==> src/rtl/ram_arbiter_pkg.sv <==
// Shared types for the two-port RAM arbiter.
package ram_arbiter_pkg;

   typedef enum logic [1:0] {
      IDLE  = 2'd0,
      ISSUE = 2'd1,
      WAIT  = 2'd2,
      DONE  = 2'd3
   } state_t;

   localparam int CNT_W = 8;

endpackage

==> src/rtl/ram_arbiter_rr_arb2.sv <==
// Two-input round-robin selector; ptr names the preferred port.
module rr_arb2 (
   input  logic req0,
   input  logic req1,
   input  logic ptr,
   output logic grant,
   output logic valid
);

   assign valid = req0 | req1;
   assign grant = (req0 & req1) ? ptr : req1;

endmodule

==> src/rtl/ram_arbiter.sv <==
// Shares one single-port byte RAM between instruction fetch (port 0)
// and CPU load/store (port 1) with a round-robin grant.
module ram_arbiter
   import ram_arbiter_pkg::*;
#(
   parameter int size_addr = 8,
   parameter int timeout   = 4
) (
   input  logic                 clk,
   input  logic                 reset,
   input  logic                 req0,
   input  logic                 we0,
   input  logic [size_addr-1:0] addr0,
   input  logic [7:0]           wdata0,
   output logic                 done0,
   output logic                 err0,
   input  logic                 req1,
   input  logic                 we1,
   input  logic [size_addr-1:0] addr1,
   input  logic [7:0]           wdata1,
   output logic                 done1,
   output logic                 err1,
   output logic [7:0]           rdata,
   output logic                 busy,
   output logic                 mem_read,
   output logic                 mem_write,
   output logic [size_addr-1:0] mem_addr,
   output logic [7:0]           mem_wdata,
   input  logic                 mem_ready_r,
   input  logic                 mem_ready_w,
   input  logic [7:0]           mem_rdata
);

   localparam logic [CNT_W-1:0] TO = CNT_W'(timeout);

   state_t               state;
   logic                 pointer;
   logic                 owner;
   logic                 we_lat;
   logic [CNT_W-1:0]     cnt;
   logic [CNT_W-1:0]     cnt_nxt;
   logic                 gnt;
   logic                 gnt_valid;
   logic                 ready;
   logic                 we_sel;
   logic [size_addr-1:0] addr_sel;
   logic [7:0]           wdata_sel;

   rr_arb2 u_rr (
      .req0  (req0),
      .req1  (req1),
      .ptr   (pointer),
      .grant (gnt),
      .valid (gnt_valid)
   );

   assign we_sel    = gnt ? we1 : we0;
   assign addr_sel  = gnt ? addr1 : addr0;
   assign wdata_sel = gnt ? wdata1 : wdata0;
   assign ready     = we_lat ? mem_ready_w : mem_ready_r;
   assign cnt_nxt   = cnt + CNT_W'(1);
   assign busy      = (state != IDLE);

   always_ff @(posedge clk) begin
      if (reset) begin
         state     <= IDLE;
         pointer   <= 1'b0;
         owner     <= 1'b0;
         we_lat    <= 1'b0;
         cnt       <= '0;
         done0     <= 1'b0;
         done1     <= 1'b0;
         err0      <= 1'b0;
         err1      <= 1'b0;
         rdata     <= 8'h00;
         mem_read  <= 1'b0;
         mem_write <= 1'b0;
         mem_addr  <= '0;
         mem_wdata <= 8'h00;
      end else begin
         unique case (state)
            IDLE: begin
               if (gnt_valid) begin
                  owner     <= gnt;
                  we_lat    <= we_sel;
                  mem_addr  <= addr_sel;
                  mem_wdata <= wdata_sel;
                  mem_read  <= ~we_sel;
                  mem_write <= we_sel;
                  state     <= ISSUE;
               end
            end
            ISSUE: begin
               mem_read  <= 1'b0;
               mem_write <= 1'b0;
               cnt       <= '0;
               state     <= WAIT;
            end
            WAIT: begin
               // Success and timeout both land in DONE; only err differs.
               if (ready || cnt_nxt == TO) begin
                  if (ready && !we_lat)
                     rdata <= mem_rdata;
                  done0   <= ~owner;
                  done1   <= owner;
                  err0    <= ~owner & ~ready;
                  err1    <= owner & ~ready;
                  pointer <= ~owner;
                  state   <= DONE;
               end else begin
                  cnt <= cnt_nxt;
               end
            end
            DONE: begin
               done0 <= 1'b0;
               done1 <= 1'b0;
               err0  <= 1'b0;
               err1  <= 1'b0;
               state <= IDLE;
            end
         endcase
      end
   end

endmodule
==> config.mk <==
export PLATFORM = sky130hd
export DESIGN_NAME = ram_arbiter
export DESIGN_NICKNAME = d
export VERILOG_FILES = /design/src/rtl/ram_arbiter_pkg.sv /design/src/rtl/ram_arbiter_rr_arb2.sv /design/src/rtl/ram_arbiter.sv
export SDC_FILE = /design/constraint.sdc
export NUM_CORES = 1
export LEC_CHECK = 0
export ABC_AREA = 1
export CORE_UTILIZATION = 45
export DETAILED_ROUTE_END_ITERATION = 10
export HOLD_SLACK_MARGIN = 0.03
export PLACE_DENSITY = 0.87
export RECOVER_POWER = 100
export SKIP_CTS_REPAIR_TIMING = 1
export SYNTH_ARGS = -nofsm -noshare
export SYNTH_HDL_FRONTEND = slang
export SYNTH_HIERARCHICAL = 1
export SYNTH_SLANG_ARGS = --single-unit
==> constraint.sdc <==
create_clock -name clk -period 3 [get_ports clk]
set_input_delay 0.3 -clock clk [delete_from_list [all_inputs] [get_ports clk]]
set_output_delay 0.3 -clock clk [all_outputs]
set_load 0.02 [all_outputs]
==> run_results.csv <==
group,metric,value,unit
status,status,"complete, but fails checks",
status,violations,"design-rule violations",
power_and_ir_drop,comb_power_share,42.0,%
floorplan,start_util,47.8,%
finish,layout_common_cells,"nand2_1 (69), nand3_1 (45), clkdlybuf4s50_1 (45), inv_1 (44), dfxtp_1 (43)",
setup_path,end_kind,"flip-flop",
cts,cts.root.buffer_cell,"clkbuf_8",
detailed_routing,final_antenna_net_count,0,
power_and_ir_drop,internal_power,1.34,mW
grt,grt_max_degree,35,
yosys,ys_ff_latch,43,
floorplan,die-area,5000,um2
sta,finClkSkew,0.00659,ns
cts,clock-sinks,43,
setup_path,start_kind,"input port",
yosys,yosys_warnings,6,
detailed_routing,routed_via_density,5.14,
sta,slew_violations,0,
power_and_ir_drop,p_sw_share,37.2,%
sta,relSlewSlack,16.8,%
detailed_routing,drtIter0Drc,167,
power_and_ir_drop,p_leak,1.37,nW
cts,clk_latency,0.29,ns
detailed_routing,post_drt_wl_per_cell,12.0,um
cts,h-tree-depth,2,
sta,rsz0062_at_grt,"false",
grt,grt_first_pass_wirelength,8540,um
yosys,ys_types,27,
sta,fin_tns_setup,0,ns
floorplan,boundaryPins,79,
cts,cts_tree,"yes",
finish,n_antenna_cell,0,
cts,cts_buffer_depth,2,
sta,setup_viol,0,
floorplan,die_h,70.7,um
place,io_buffers,78,
power_and_ir_drop,pwr-share-seq,36.6,%
detailed_routing,vias,2189,
finish,mostFrequentLayoutCell,"nand2_1",
sta,period_needed,2.36,ns
power_and_ir_drop,p_switching,795,uW
yosys,synth.net_count,354,
finish,nets,427,
grt,grt_overflow,0,
floorplan,coreArea,4440,um2
yosys,synthesis.area,2120,um2
detailed_routing,drt_pass1_iterations,7,
sta,finalCritPeriodShare,78.5,%
power_and_ir_drop,pwr_density_cell,708,nW/um2
cts,cts_buffers,5,
sta,finalHoldViolations,0,
grt,grt_pass1_vias,2027,
power_and_ir_drop,peakVddDrop,0.000386,V
yosys,syn_inst,300,
setup_path,path_max_fanout,34,
floorplan,dieWidth,70.7,um
setup_path,worstPathArrival,2.54,ns
finish,area_delta_synth_final,41.9,%
cts,cts.clk_slew.worst_paths,0.08,ns
sta,max_freq,424,MHz
place,hpwl,3860,um
finish,drive_gt1_share,4.28,%
setup_path,reg2reg_slack,0.72,ns
yosys,syn_area_per_cell,7.08,um2
setup_path,timing_worst_setup_path_type,"input port to flip-flop",
min_path,hold_path.class,"flip-flop to flip-flop",
power_and_ir_drop,power,2.13,mW
setup_path,required,3.18,ns
grt,grt_usage,21.1,%
power_and_ir_drop,clkPwrFrac,21.4,%
flow_run,drv_cap,0,
detailed_routing,routed_wl,5130,um
place,place.gp.congestion,0.850,
sta,worst_pin_slew,1.25,ns
yosys,yosysSeqAreaShare,40.5,%
grt,antenna_found_initial,0,
detailed_routing,drc,3,
floorplan,rows,24,
sta,holdWs,0.445,ns
critical path, cell delays in order:
cell           delay [ns]
dlygate4sd3_1        0.56
or2_1                0.13
nand2_1              0.13
clkinv_1             0.07
clkbuf_1             0.91
nand3_1              0.20
o211ai_1             0.17
inv_1                0.06
cells in the mapped netlist:
| cell type | instances | share of area [%] |
|---|---|---|
| clkinv_1 | 1 | 0.18 |
| ha_1 | 6 | 3.5 |
| mux2i_1 | 2 | 0.94 |
| buf_8 | 1 | 0.71 |
| o21ai_0 | 10 | 2.4 |
| nand4_1 | 1 | 0.29 |
| a211oi_1 | 1 | 0.35 |
| nand2_1 | 68 | 12 |
| o21bai_2 | 1 | 0.53 |
| a21oi_2 | 1 | 0.41 |
| o21bai_1 | 1 | 0.35 |
| a21oi_1 | 26 | 6.1 |
| or2_1 | 1 | 0.29 |
| nand3_1 | 43 | 10 |
| clkbuf_1 | 12 | 2.1 |
| nand2_2 | 1 | 0.29 |
| nand3_4 | 1 | 0.82 |
| nor2_2 | 1 | 0.29 |
| inv_2 | 1 | 0.18 |
| dfxtp_1 | 43 | 41 |
| nand3_2 | 2 | 0.94 |
| o21ai_1 | 1 | 0.24 |
| or2_2 | 2 | 0.59 |
| nor2_1 | 12 | 2.1 |
| inv_1 | 44 | 7.8 |
| buf_2 | 1 | 0.24 |
| o211ai_1 | 16 | 5.7 |
state kept, by name, indices dropped and copies added (netlist names):
signal / cells
err0: 1
mem_wdata: 8
state: 2
owner: 1
mem_addr: 8
mem_write: 1
we_lat: 1
rdata: 8
err1: 1
done1: 1
cnt: 8
done0: 1
mem_read: 1
pointer: 1
power groups by stage:
stage          registers, mW  clock network, mW  logic [mW]
6_report               0.781              0.457       0.896
5_1_grt                0.800              0.488       0.988
4_1_cts                0.785              0.463       0.950
3_5_place_dp           0.792                  0       0.947
3_3_place_gp           0.793                  0       0.926
2_1_floorplan          0.917                  0       0.440
worst paths after layout:
path,cells past startpoint,startpoint,end
worst min register to register,2,rdata[4],rdata[4]
worst max-delay path,8,req0,mem_addr[0]
worst min-delay path,2,rdata[4],rdata[4]
worst max register to register,8,state[0],mem_addr[0]
through the flow:
stage,worst slack (ns),utilization [%],instances,instance area (um2)
floorplan,1.43,-,300,2120
global placement,0.878,65.7,418,2920
detailed placement,0.771,65.7,418,2920
CTS,1.01,68.4,426,3040
global route,0.414,67.8,426,3010
finish,0.644,67.8,426,3010
area by class of cell:
cell class | count | area (um2)
Timing Repair Buffer | 80 | 792
Clock buffer | 6 | 82.6
Sequential cell | 43 | 861
Multi-Input combinational cell | 197 | 1010
Inverter | 46 | 173
Clock inverter | 2 | 35.0
Fill cell | 354 | 1430
Tap cell | 52 | 65.1
layer usage:
layer  GRT usage [%]  share of wire [%]  vias to the layer above
met5               0                  0                        -
met4            7.33               0.90                        0
met3            7.98                8.9                        6
met2            36.4                 49                       85
met1            24.0                 41                      978
li1                -                  -                     1120
logic make-up after synthesis:
| family | share of synthesized area [%] |
|---|---|
| AND/OR/NAND/NOR | 27.8 |
| multiplexers | 0.942 |
| AO/OA/AOI/OAI | 16.0 |
| flip-flops | 40.5 |
| buffers and inverters | 11.2 |
| adder cells (fa/ha/maj) | 3.53 |
Note: power is estimated with default switching activity, not from simulation.
